### src/rtl/mm_port_arbiter_if.sv
// Avalon-MM style command/response bundle used for both requester ports and the shared slave port.
// The master modport drives commands; the slave modport answers them.
interface mm_port_arbiter_if #(
    parameter int ADDRESS_SIZE = 8,
    parameter int REG_SIZE     = 32
);
    logic [ADDRESS_SIZE-1:0] address;
    logic [REG_SIZE-1:0]     writedata;
    logic                    write;
    logic                    read;
    logic [REG_SIZE-1:0]     readdata;
    logic                    readdatavalid;
    logic                    waitrequest;

    modport master (
        output address, writedata, write, read,
        input  readdata, readdatavalid, waitrequest
    );

    modport slave (
        input  address, writedata, write, read,
        output readdata, readdatavalid, waitrequest
    );
endinterface

### src/rtl/mm_port_arbiter.sv
// Two-requester round-robin arbiter in front of a single Avalon-MM register slave,
// with a bounded wait for read data and a sticky timeout flag.
module mm_port_arbiter #(
    parameter int ADDRESS_SIZE = 8,
    parameter int REG_SIZE     = 32,
    parameter int RD_TIMEOUT   = 16
) (
    input  logic              clk,
    input  logic              rst_n,
    mm_port_arbiter_if.slave  m0,
    mm_port_arbiter_if.slave  m1,
    mm_port_arbiter_if.master slv,
    output logic              timeout_err
);

    localparam logic [1:0] IDLE    = 2'd0;
    localparam logic [1:0] BUSY    = 2'd1;
    localparam logic [1:0] RD_WAIT = 2'd2;

    localparam int                CNT_W    = (RD_TIMEOUT > 1) ? $clog2(RD_TIMEOUT) : 1;
    localparam logic [CNT_W-1:0]  CNT_LAST = CNT_W'(RD_TIMEOUT - 1);

    logic [1:0]              state_q, state_d;
    logic                    grant_q, grant_d;
    logic                    rrPtr_q, rrPtr_d;
    logic [CNT_W-1:0]        waitCnt_q, waitCnt_d;
    logic                    timeoutErr_q, timeoutErr_d;
    logic [REG_SIZE-1:0]     rdData0_q, rdData0_d;
    logic [REG_SIZE-1:0]     rdData1_q, rdData1_d;
    logic                    rdValid0_q, rdValid0_d;
    logic                    rdValid1_q, rdValid1_d;

    logic                    req0, req1;
    logic                    inBusy;
    logic [ADDRESS_SIZE-1:0] reqAddr;
    logic [REG_SIZE-1:0]     reqWdata;
    logic                    reqWrite;
    logic                    reqRead;
    logic [REG_SIZE-1:0]     respData;

    assign req0   = m0.read | m0.write;
    assign req1   = m1.read | m1.write;
    assign inBusy = (state_q == BUSY);

    // A requester raising read and write together is treated as a plain write.
    always_comb begin
        reqAddr  = grant_q ? m1.address   : m0.address;
        reqWdata = grant_q ? m1.writedata : m0.writedata;
        reqWrite = grant_q ? m1.write     : m0.write;
        reqRead  = (grant_q ? m1.read : m0.read) & ~reqWrite;
    end

    assign slv.address   = reqAddr;
    assign slv.writedata = reqWdata;
    assign slv.write     = inBusy & reqWrite;
    assign slv.read      = inBusy & reqRead;

    assign m0.waitrequest = (inBusy && !grant_q) ? slv.waitrequest : 1'b1;
    assign m1.waitrequest = (inBusy &&  grant_q) ? slv.waitrequest : 1'b1;

    assign m0.readdata      = rdData0_q;
    assign m0.readdatavalid = rdValid0_q;
    assign m1.readdata      = rdData1_q;
    assign m1.readdatavalid = rdValid1_q;
    assign timeout_err      = timeoutErr_q;

    // The pointer only moves once the granted command has fully completed,
    // including a read that ends by timing out.
    always_comb begin
        state_d      = state_q;
        grant_d      = grant_q;
        rrPtr_d      = rrPtr_q;
        waitCnt_d    = waitCnt_q;
        timeoutErr_d = timeoutErr_q;
        rdData0_d    = rdData0_q;
        rdData1_d    = rdData1_q;
        rdValid0_d   = 1'b0;
        rdValid1_d   = 1'b0;
        respData     = '1;

        case (state_q)
            IDLE: begin
                if (req0 || req1) begin
                    grant_d = (req0 && req1) ? rrPtr_q : req1;
                    state_d = BUSY;
                end
            end

            BUSY: begin
                if (reqWrite && !slv.waitrequest) begin
                    rrPtr_d = ~grant_q;
                    state_d = IDLE;
                end else if (reqRead && !slv.waitrequest) begin
                    waitCnt_d = '0;
                    state_d   = RD_WAIT;
                end else if (!reqWrite && !reqRead) begin
                    state_d = IDLE;
                end
            end

            RD_WAIT: begin
                if (slv.readdatavalid || (waitCnt_q == CNT_LAST)) begin
                    if (slv.readdatavalid) begin
                        respData = slv.readdata;
                    end else begin
                        timeoutErr_d = 1'b1;
                    end
                    if (grant_q) begin
                        rdData1_d  = respData;
                        rdValid1_d = 1'b1;
                    end else begin
                        rdData0_d  = respData;
                        rdValid0_d = 1'b1;
                    end
                    rrPtr_d = ~grant_q;
                    state_d = IDLE;
                end else begin
                    waitCnt_d = waitCnt_q + CNT_W'(1);
                end
            end

            default: begin
                state_d = IDLE;
            end
        endcase
    end

    always_ff @(posedge clk or negedge rst_n) begin
        if (!rst_n) begin
            state_q      <= IDLE;
            grant_q      <= 1'b0;
            rrPtr_q      <= 1'b0;
            waitCnt_q    <= '0;
            timeoutErr_q <= 1'b0;
            rdData0_q    <= '0;
            rdData1_q    <= '0;
            rdValid0_q   <= 1'b0;
            rdValid1_q   <= 1'b0;
        end else begin
            state_q      <= state_d;
            grant_q      <= grant_d;
            rrPtr_q      <= rrPtr_d;
            waitCnt_q    <= waitCnt_d;
            timeoutErr_q <= timeoutErr_d;
            rdData0_q    <= rdData0_d;
            rdData1_q    <= rdData1_d;
            rdValid0_q   <= rdValid0_d;
            rdValid1_q   <= rdValid1_d;
        end
    end

endmodule

### src/flat_wrapper.sv
// flat-port wrapper written by rule: the top's interface ports become plain ports
module mm_port_arbiter_flat 
#(
    parameter int ADDRESS_SIZE = 8,
    parameter int REG_SIZE     = 32,
    parameter int RD_TIMEOUT   = 16
)
  (clk, rst_n, timeout_err, m0_address, m0_writedata, m0_write, m0_read, m0_readdata, m0_readdatavalid, m0_waitrequest, m1_address, m1_writedata, m1_write, m1_read, m1_readdata, m1_readdatavalid, m1_waitrequest, slv_address, slv_writedata, slv_write, slv_read, slv_readdata, slv_readdatavalid, slv_waitrequest);
  mm_port_arbiter_if #(.ADDRESS_SIZE(ADDRESS_SIZE), .REG_SIZE(REG_SIZE)) m0_i ();
  mm_port_arbiter_if #(.ADDRESS_SIZE(ADDRESS_SIZE), .REG_SIZE(REG_SIZE)) m1_i ();
  mm_port_arbiter_if #(.ADDRESS_SIZE(ADDRESS_SIZE), .REG_SIZE(REG_SIZE)) slv_i ();
  input  logic clk;
  input  logic rst_n;
  output logic timeout_err;
  input wire logic [$bits(m0_i.address)-1:0] m0_address;
  input wire logic [$bits(m0_i.writedata)-1:0] m0_writedata;
  input wire logic [$bits(m0_i.write)-1:0] m0_write;
  input wire logic [$bits(m0_i.read)-1:0] m0_read;
  output wire logic [$bits(m0_i.readdata)-1:0] m0_readdata;
  output wire logic [$bits(m0_i.readdatavalid)-1:0] m0_readdatavalid;
  output wire logic [$bits(m0_i.waitrequest)-1:0] m0_waitrequest;
  input wire logic [$bits(m1_i.address)-1:0] m1_address;
  input wire logic [$bits(m1_i.writedata)-1:0] m1_writedata;
  input wire logic [$bits(m1_i.write)-1:0] m1_write;
  input wire logic [$bits(m1_i.read)-1:0] m1_read;
  output wire logic [$bits(m1_i.readdata)-1:0] m1_readdata;
  output wire logic [$bits(m1_i.readdatavalid)-1:0] m1_readdatavalid;
  output wire logic [$bits(m1_i.waitrequest)-1:0] m1_waitrequest;
  output wire logic [$bits(slv_i.address)-1:0] slv_address;
  output wire logic [$bits(slv_i.writedata)-1:0] slv_writedata;
  output wire logic [$bits(slv_i.write)-1:0] slv_write;
  output wire logic [$bits(slv_i.read)-1:0] slv_read;
  input wire logic [$bits(slv_i.readdata)-1:0] slv_readdata;
  input wire logic [$bits(slv_i.readdatavalid)-1:0] slv_readdatavalid;
  input wire logic [$bits(slv_i.waitrequest)-1:0] slv_waitrequest;
  assign m0_i.address = m0_address;
  assign m0_i.writedata = m0_writedata;
  assign m0_i.write = m0_write;
  assign m0_i.read = m0_read;
  assign m0_readdata = m0_i.readdata;
  assign m0_readdatavalid = m0_i.readdatavalid;
  assign m0_waitrequest = m0_i.waitrequest;
  assign m1_i.address = m1_address;
  assign m1_i.writedata = m1_writedata;
  assign m1_i.write = m1_write;
  assign m1_i.read = m1_read;
  assign m1_readdata = m1_i.readdata;
  assign m1_readdatavalid = m1_i.readdatavalid;
  assign m1_waitrequest = m1_i.waitrequest;
  assign slv_address = slv_i.address;
  assign slv_writedata = slv_i.writedata;
  assign slv_write = slv_i.write;
  assign slv_read = slv_i.read;
  assign slv_i.readdata = slv_readdata;
  assign slv_i.readdatavalid = slv_readdatavalid;
  assign slv_i.waitrequest = slv_waitrequest;
  mm_port_arbiter #(.ADDRESS_SIZE(ADDRESS_SIZE), .REG_SIZE(REG_SIZE), .RD_TIMEOUT(RD_TIMEOUT)) u_core (.clk(clk), .rst_n(rst_n), .m0(m0_i), .m1(m1_i), .slv(slv_i), .timeout_err(timeout_err));
endmodule
### config.mk
export PLATFORM = sky130hd
export DESIGN_NAME = mm_port_arbiter_flat
export DESIGN_NICKNAME = d
export VERILOG_FILES = /design/src/rtl/mm_port_arbiter_if.sv /design/src/rtl/mm_port_arbiter.sv /design/src/flat_wrapper.sv
export SDC_FILE = /design/constraint.sdc
export NUM_CORES = 1
export LEC_CHECK = 0
export CORE_MARGIN = 10
export CORE_UTILIZATION = 38
export DETAILED_ROUTE_END_ITERATION = 16
export GPL_TIMING_DRIVEN = 0
export PLACE_DENSITY = 0.86
export SLEW_MARGIN = 20
export SYNTH_ARGS = -nofsm -noshare
export SYNTH_HDL_FRONTEND = slang
export SYNTH_SLANG_ARGS = --single-unit
export TNS_END_PERCENT = 10
### constraint.sdc
create_clock -name clk -period 2.3 [get_ports clk]
set_input_delay 0.46 -clock clk [delete_from_list [all_inputs] [get_ports clk]]
set_output_delay 0.46 -clock clk [all_outputs]
set_load 0.02 [all_outputs]
==> results of run 1 <==
-- registers in the layout (all words and copies together), names as in the netlist --
signal,cells
u_core.grant_q,1
u_core.m0.readdata,32
u_core.m0.readdatavalid,1
u_core.m1.readdata,32
u_core.m1.readdatavalid,1
u_core.rrPtr_q,1
u_core.state_q,2
u_core.timeout_err,1
u_core.waitCnt_q,4
-- path summary, 6_finish.rpt --
check | from | to | slack [ns] | cells after the start
worst max-delay path | u_core.grant_q | slv_writedata[14] | 0.07 | 5
worst min-delay path | rst_n | u_core.m0.readdata[21] | 0.06 | 1
worst max register to register | u_core.waitCnt_q[0] | u_core.m0.readdata[12] | 0.57 | 6
worst min register to register | u_core.timeout_err | u_core.timeout_err | 0.47 | 1
max in group asynchronous | rst_n | u_core.m0.readdata[12] | 1.67 | 2
min in group clk | u_core.timeout_err | u_core.timeout_err | 0.47 | 1
-- through the flow --
stage          area (µm²)  power [W]
4_1_cts              6000    0.00733
5_1_grt              5930    0.00762
3_5_place_dp         5810    0.00642
2_1_floorplan        3360    0.00432
3_3_place_gp         5790    0.00631
6_report             5930    0.00722
-- layout make-up --
class                           instances  area [µm²]  area share
Clock inverter                          6        65.1      0.0110
Multi-Input combinational cell        154        1360       0.229
Tap cell                              108         135      0.0228
Sequential cell                        75        1880       0.316
Buffer                                 18         150      0.0253
Clock buffer                           10         128      0.0215
Timing Repair Buffer                  231        2210       0.373
Inverter                                2        7.51     0.00127
-- critical path: stages, from the launching register on --
cell	delay (ns)
dfrtp_1	0.34
buf_6	0.13
buf_8	0.15
buf_6	0.15
mux2_2	0.33
clkdlybuf4s15_1	0.32
-- timing repair --
action | 4_1_cts | 5_1_grt
setup endpoints to repair | 44 | 23
hold buffers | 0 | 0
buffers inserted | 0 | 0
gates resized for setup | 68 | 38
-- power by group --
part / switching (W) / internal (W) / leakage, nW / total (W)
clock: 0.000470 / 0.000503 / 0.0966 / 0.000973
combinational: 0.00194 / 0.00210 / 1.46 / 0.00404
sequential: 0.000332 / 0.00188 / 0.952 / 0.00221
-- cells in the mapped netlist (2+ instances only) --
master and number:
dfrtp_1 75, o22a_1 62, mux2_2 40, buf_2 11
nand2_1 8, nor2_1 6, buf_4 5, a21oi_1 4
nand3_1 3, a2bb2oi_1 2, buf_6 2, inv_1 2
mux2i_1 2, nand2b_1 2, nor2_4 2, nor3_1 2
-- per-layer routing --
layer  vias up  share of wire  track usage
li1       1437              -            -
met1      1503           0.39        0.235
met2        98           0.54        0.336
met3        15          0.059       0.0525
met4         0          0.012       0.0376
met5         -              0            0
-- cells by family after synthesis --
family / after synthesis / synth area share
adder cells (fa/ha/maj): 1 / 0.00373
XOR/XNOR: 1 / 0.00261
multiplexers: 42 / 0.140
AND/OR/NAND/NOR: 33 / 0.0593
AO/OA/AOI/OAI: 77 / 0.199
buffers and inverters: 20 / 0.0365
flip-flops: 75 / 0.559
==> impl_metrics.env, run 1 <==
export IMPL_status="finished, final reports clean"
export IMPL_ant_nets=0
export IMPL_setup_viol=0
export IMPL_syn_instance_count=249
export IMPL_yosysUniqueCellTypes=37
export IMPL_period_share=0.969
export IMPL_layout_drive_gt1_share=0.216
export IMPL_hold_class="primary input to asynchronous set/reset pin"
export IMPL_yosys_warnings=0
export IMPL_syn_nets=370
export IMPL_period_minus_slack_ns=2.23
export IMPL_final_core_util=0.684
export IMPL_ios=231
export IMPL_yosysTopAreaCellShare=0.559
export IMPL_fmax_ghz=0.449
export IMPL_worst_slew_pin_slew_ns=0.435
export IMPL_die_w_um=114
export IMPL_whs_ns=0.0576
export IMPL_syn_to_final_growth_pct=76.7
export IMPL_rows=34
export IMPL_arrival_ns=1.77
export IMPL_n_fill_cell=672
export IMPL_crit_required_ns=1.84
export IMPL_drv_slew=0
export IMPL_cts_root_buffer="clkbuf_8"
export IMPL_avgSynthCellArea_um2=13.5
export IMPL_synth_flop_cell="dfrtp_1"
export IMPL_dieArea_um2=13000
export IMPL_power_leakage_nw=2.51
export IMPL_drv_cap=0
export IMPL_grt_ovfl_total=0
export IMPL_io_buffers=230
export IMPL_max_slew_margin_rel=0.710
export IMPL_grt_pass1_wl_mm=19.8
export IMPL_place_ws_ns=-0.332
export IMPL_cts_sinks=75
export IMPL_layout_nets=612
export IMPL_cts_tree="done"
export IMPL_cp_start_kind="register"
export IMPL_cts_buffers=9
export IMPL_grt_pass1_vias=3427
export IMPL_clkTransAtPathRegs_ns=0.08
export IMPL_num_antenna_cells=0
export IMPL_pwr_density_cell_nw_per_um2=1220
export IMPL_final_common_cell="clkdlybuf4s50_1"
export IMPL_yosysTopAreaCell="dfrtp_1"
export IMPL_wire_per_inst_um=21.6
export IMPL_place_congestion=0.803
export IMPL_clk_latency_ns=0.34
export IMPL_grt_max_degree=43
export IMPL_vdd_ir_drop_max_v=0.000794
export IMPL_fin_skew_ns=0.00594
export IMPL_placed_cells=588
export IMPL_antenna_found_initial=0
export IMPL_initial_core_util=0.387
export IMPL_synth_async_sr_flop_share=1.00
export IMPL_drc=0
export IMPL_vias=3053
export IMPL_hpwlAfterDp_mm=10.8
export IMPL_most_common_layout_cells="clkdlybuf4s50_1 (185), dfrtp_1 (75), o22a_1 (62)"
export IMPL_synth_seq_area_share=0.559
export IMPL_clk_path_buf_depth=2
export IMPL_instances_no_fill=604
export IMPL_core_um2=8680
export IMPL_path_class="register to output pin"
export IMPL_synth_area_leaders="dfrtp_1 (56%), o22a_1 (16%), mux2_2 (13%), buf_2 (1.6%), buf_4 (1.1%)"
export IMPL_routed_wl_mm=13.1
export IMPL_drt_vias_per_instance=5.05
export IMPL_hold_viol=0
export IMPL_htreeDepth=3
export IMPL_drt_iter0_drc=165
export IMPL_final_setup_tns_ns=0
export IMPL_syn_cell_area_um2=3360
export IMPL_synth_edff_count=0
export IMPL_synth_seq_cells=75
export IMPL_grtUsageTotal=0.193
export IMPL_endpoint_kind="output pin"
export IMPL_setup_slack_ns=0.0710
export IMPL_rsz0062_at_grt="yes"
export IMPL_crit_path_max_fanout=10
export IMPL_die_h_um=114
export IMPL_firstDrtPassIters=5
Power figures use the tool's default switching activity.
==> run 2, diff against run 1 <==
- SETUP_SLACK_MARGIN: not set -> 0.5
==> impl_metrics.env, run 2 (synthesis results as in run 1) <==
export IMPL_status="finished, final reports clean"
export IMPL_max_slew_margin_rel=0.712
export IMPL_final_core_util=0.703
export IMPL_drc=0
export IMPL_layout_nets=625
export IMPL_initial_core_util=0.387
export IMPL_fin_skew_ns=0.00656
export IMPL_clkTransAtPathRegs_ns=0.08
export IMPL_grtUsageTotal=0.194
export IMPL_place_congestion=0.803
export IMPL_reg2regPathDepth=6
export IMPL_hpwlAfterDp_mm=10.8
export IMPL_r2r_start="u_core.waitCnt_q[0]"
export IMPL_grt_pass1_wl_mm=19.9
export IMPL_setup_slack_ns=0.248
export IMPL_endpoint_kind="output pin"
export IMPL_clk_path_buf_depth=2
export IMPL_firstDrtPassIters=4
export IMPL_cts_buffers=9
export IMPL_place_area_um2=5810
export IMPL_grt_max_degree=43
export IMPL_ios=231
export IMPL_rsz0062_at_grt="yes"
export IMPL_cts_sinks=75
export IMPL_drv_slew=0
export IMPL_cts_root_buffer="clkbuf_8"
export IMPL_crit_required_ns=1.84
export IMPL_cp_start_kind="register"
export IMPL_routed_wl_mm=13.5
export IMPL_dieArea_um2=13000
export IMPL_vdd_ir_drop_max_v=0.000794
export IMPL_rows=34
export IMPL_path_class="register to output pin"
export IMPL_setup_viol=0
export IMPL_period_share=0.892
export IMPL_grt_ovfl_total=0
export IMPL_syn_to_final_growth_pct=81.7
export IMPL_io_buffers=230
export IMPL_worst_slew_pin_slew_ns=0.433
export IMPL_power_leakage_nw=2.63
export IMPL_drt_iter0_drc=156
export IMPL_most_common_layout_cells="clkdlybuf4s50_1 (181), dfrtp_1 (73), o22a_1 (62)"
export IMPL_hold_viol=0
export IMPL_fmax_ghz=0.487
export IMPL_wire_per_inst_um=21.9
export IMPL_max_stage_delay_ns=0.38
export IMPL_drt_vias_per_instance=5.09
export IMPL_antenna_found_initial=0
export IMPL_ant_nets=0
export IMPL_drv_cap=0
export IMPL_htreeDepth=3
export IMPL_num_antenna_cells=0
export IMPL_worstPathCellList="buf_6 -> buf_12 -> buf_12 -> mux2_4 -> buf_6"
export IMPL_grt_pass1_vias=3447
export IMPL_hold_class="primary input to asynchronous set/reset pin"
export IMPL_layout_drive_gt1_share=0.281
export IMPL_crit_path_max_fanout=10
export IMPL_r2r_end="u_core.m0.readdata[12]"
export IMPL_period_minus_slack_ns=2.05
export IMPL_critPathSlowestCell="dfrtp_1"
export IMPL_cts_tree="done"
export IMPL_die_w_um=114
export IMPL_place_ws_ns=-0.332
export IMPL_r2r_slack_ns=0.57
export IMPL_core_um2=8680
export IMPL_pwr_density_cell_nw_per_um2=1240
export IMPL_final_common_cell="clkdlybuf4s50_1"
export IMPL_vias=3142
export IMPL_arrival_ns=1.59
export IMPL_clk_latency_ns=0.33
export IMPL_die_h_um=114
export IMPL_final_cell_area_um2=6100
[run 2: changes by cell type in the layout (fill, tap and decap cells not counted), moves of 4 or more]
cell	change
buf_2	+20
buf_6	+5
clkbuf_2	-9
clkdlybuf4s15_2	-4
mux2_2	-4
buf_4	+12
clkdlybuf4s50_1	-4
dlymetal6s2s_1	+4
mux2_4	+4
dlygate4sd2_1	-17
[run 2: layer usage]
metal	routed length, µm	global-route usage
met2	7350	0.337
met4	119	0.0376
met3	834	0.0525
met1	5200	0.235
met5	0	0
[run 2: how the worst max path moves through the flow]
stage | from | endpoint | slack [ns]
after floorplan | u_core.grant_q | slv_read | 0.57
after global placement | rst_n | u_core.m1.readdata[3] | -1.69
after detailed placement | m0_read | slv_read | -0.33
after CTS | u_core.grant_q | slv_writedata[9] | 0.14
after global routing | u_core.grant_q | slv_writedata[7] | 0.19
final | u_core.grant_q | slv_writedata[1] | 0.25
[run 2: worst max-delay path: cells and delay by family (launching register included)]
| family | cells | cell delay [ns] |
|---|---|---|
| flops | 1 | 0.38 |
| mux | 1 | 0.33 |
| buf+inv | 4 | 0.54 |
[run 2: metrics by stage]
stage | power [W] | hold slack [ns] | instances | TNS, ns
finish | 0.00756 | 0.0626 | 617 | 0
floorplan | 0.00432 | 0.164 | 249 | 0
global placement | 0.00631 | 0.461 | 587 | -127.67
global route | 0.00795 | 0.0758 | 617 | 0
CTS | 0.00733 | 0.0566 | 604 | 0
detailed placement | 0.00642 | 0.431 | 588 | -1.73
[run 2: area by class of cell]
class	count	area (µm²)
clock inverters	6	65.1
plain buffers	18	171
multi-input cells	154	1400
inverters	2	11.3
repair buffers	244	2310
clock buffers	10	128
well taps	108	135
fillers	631	2580
flip-flops and latches	75	1880
[run 2: where the power goes]
| group | total, W | internal, W | switching (W) | leakage [nW] |
|---|---|---|---|---|
| Clock | 0.000973 | 0.000503 | 0.000469 | 0.0966 |
| Combinational | 0.00438 | 0.00235 | 0.00203 | 1.58 |
| Sequential | 0.00221 | 0.00188 | 0.000331 | 0.949 |
[run 2: timing repair]
| item | 4_1_cts | 5_1_grt |
|---|---|---|
| hold buffers | 0 | 0 |
| setup buffers | 0 | 11 |
| cloned | 0 | 2 |
| pin swaps | 0 | 4 |
| resized for setup | 144 | 70 |
| endpoints found under the setup margin | 60 | 111 |
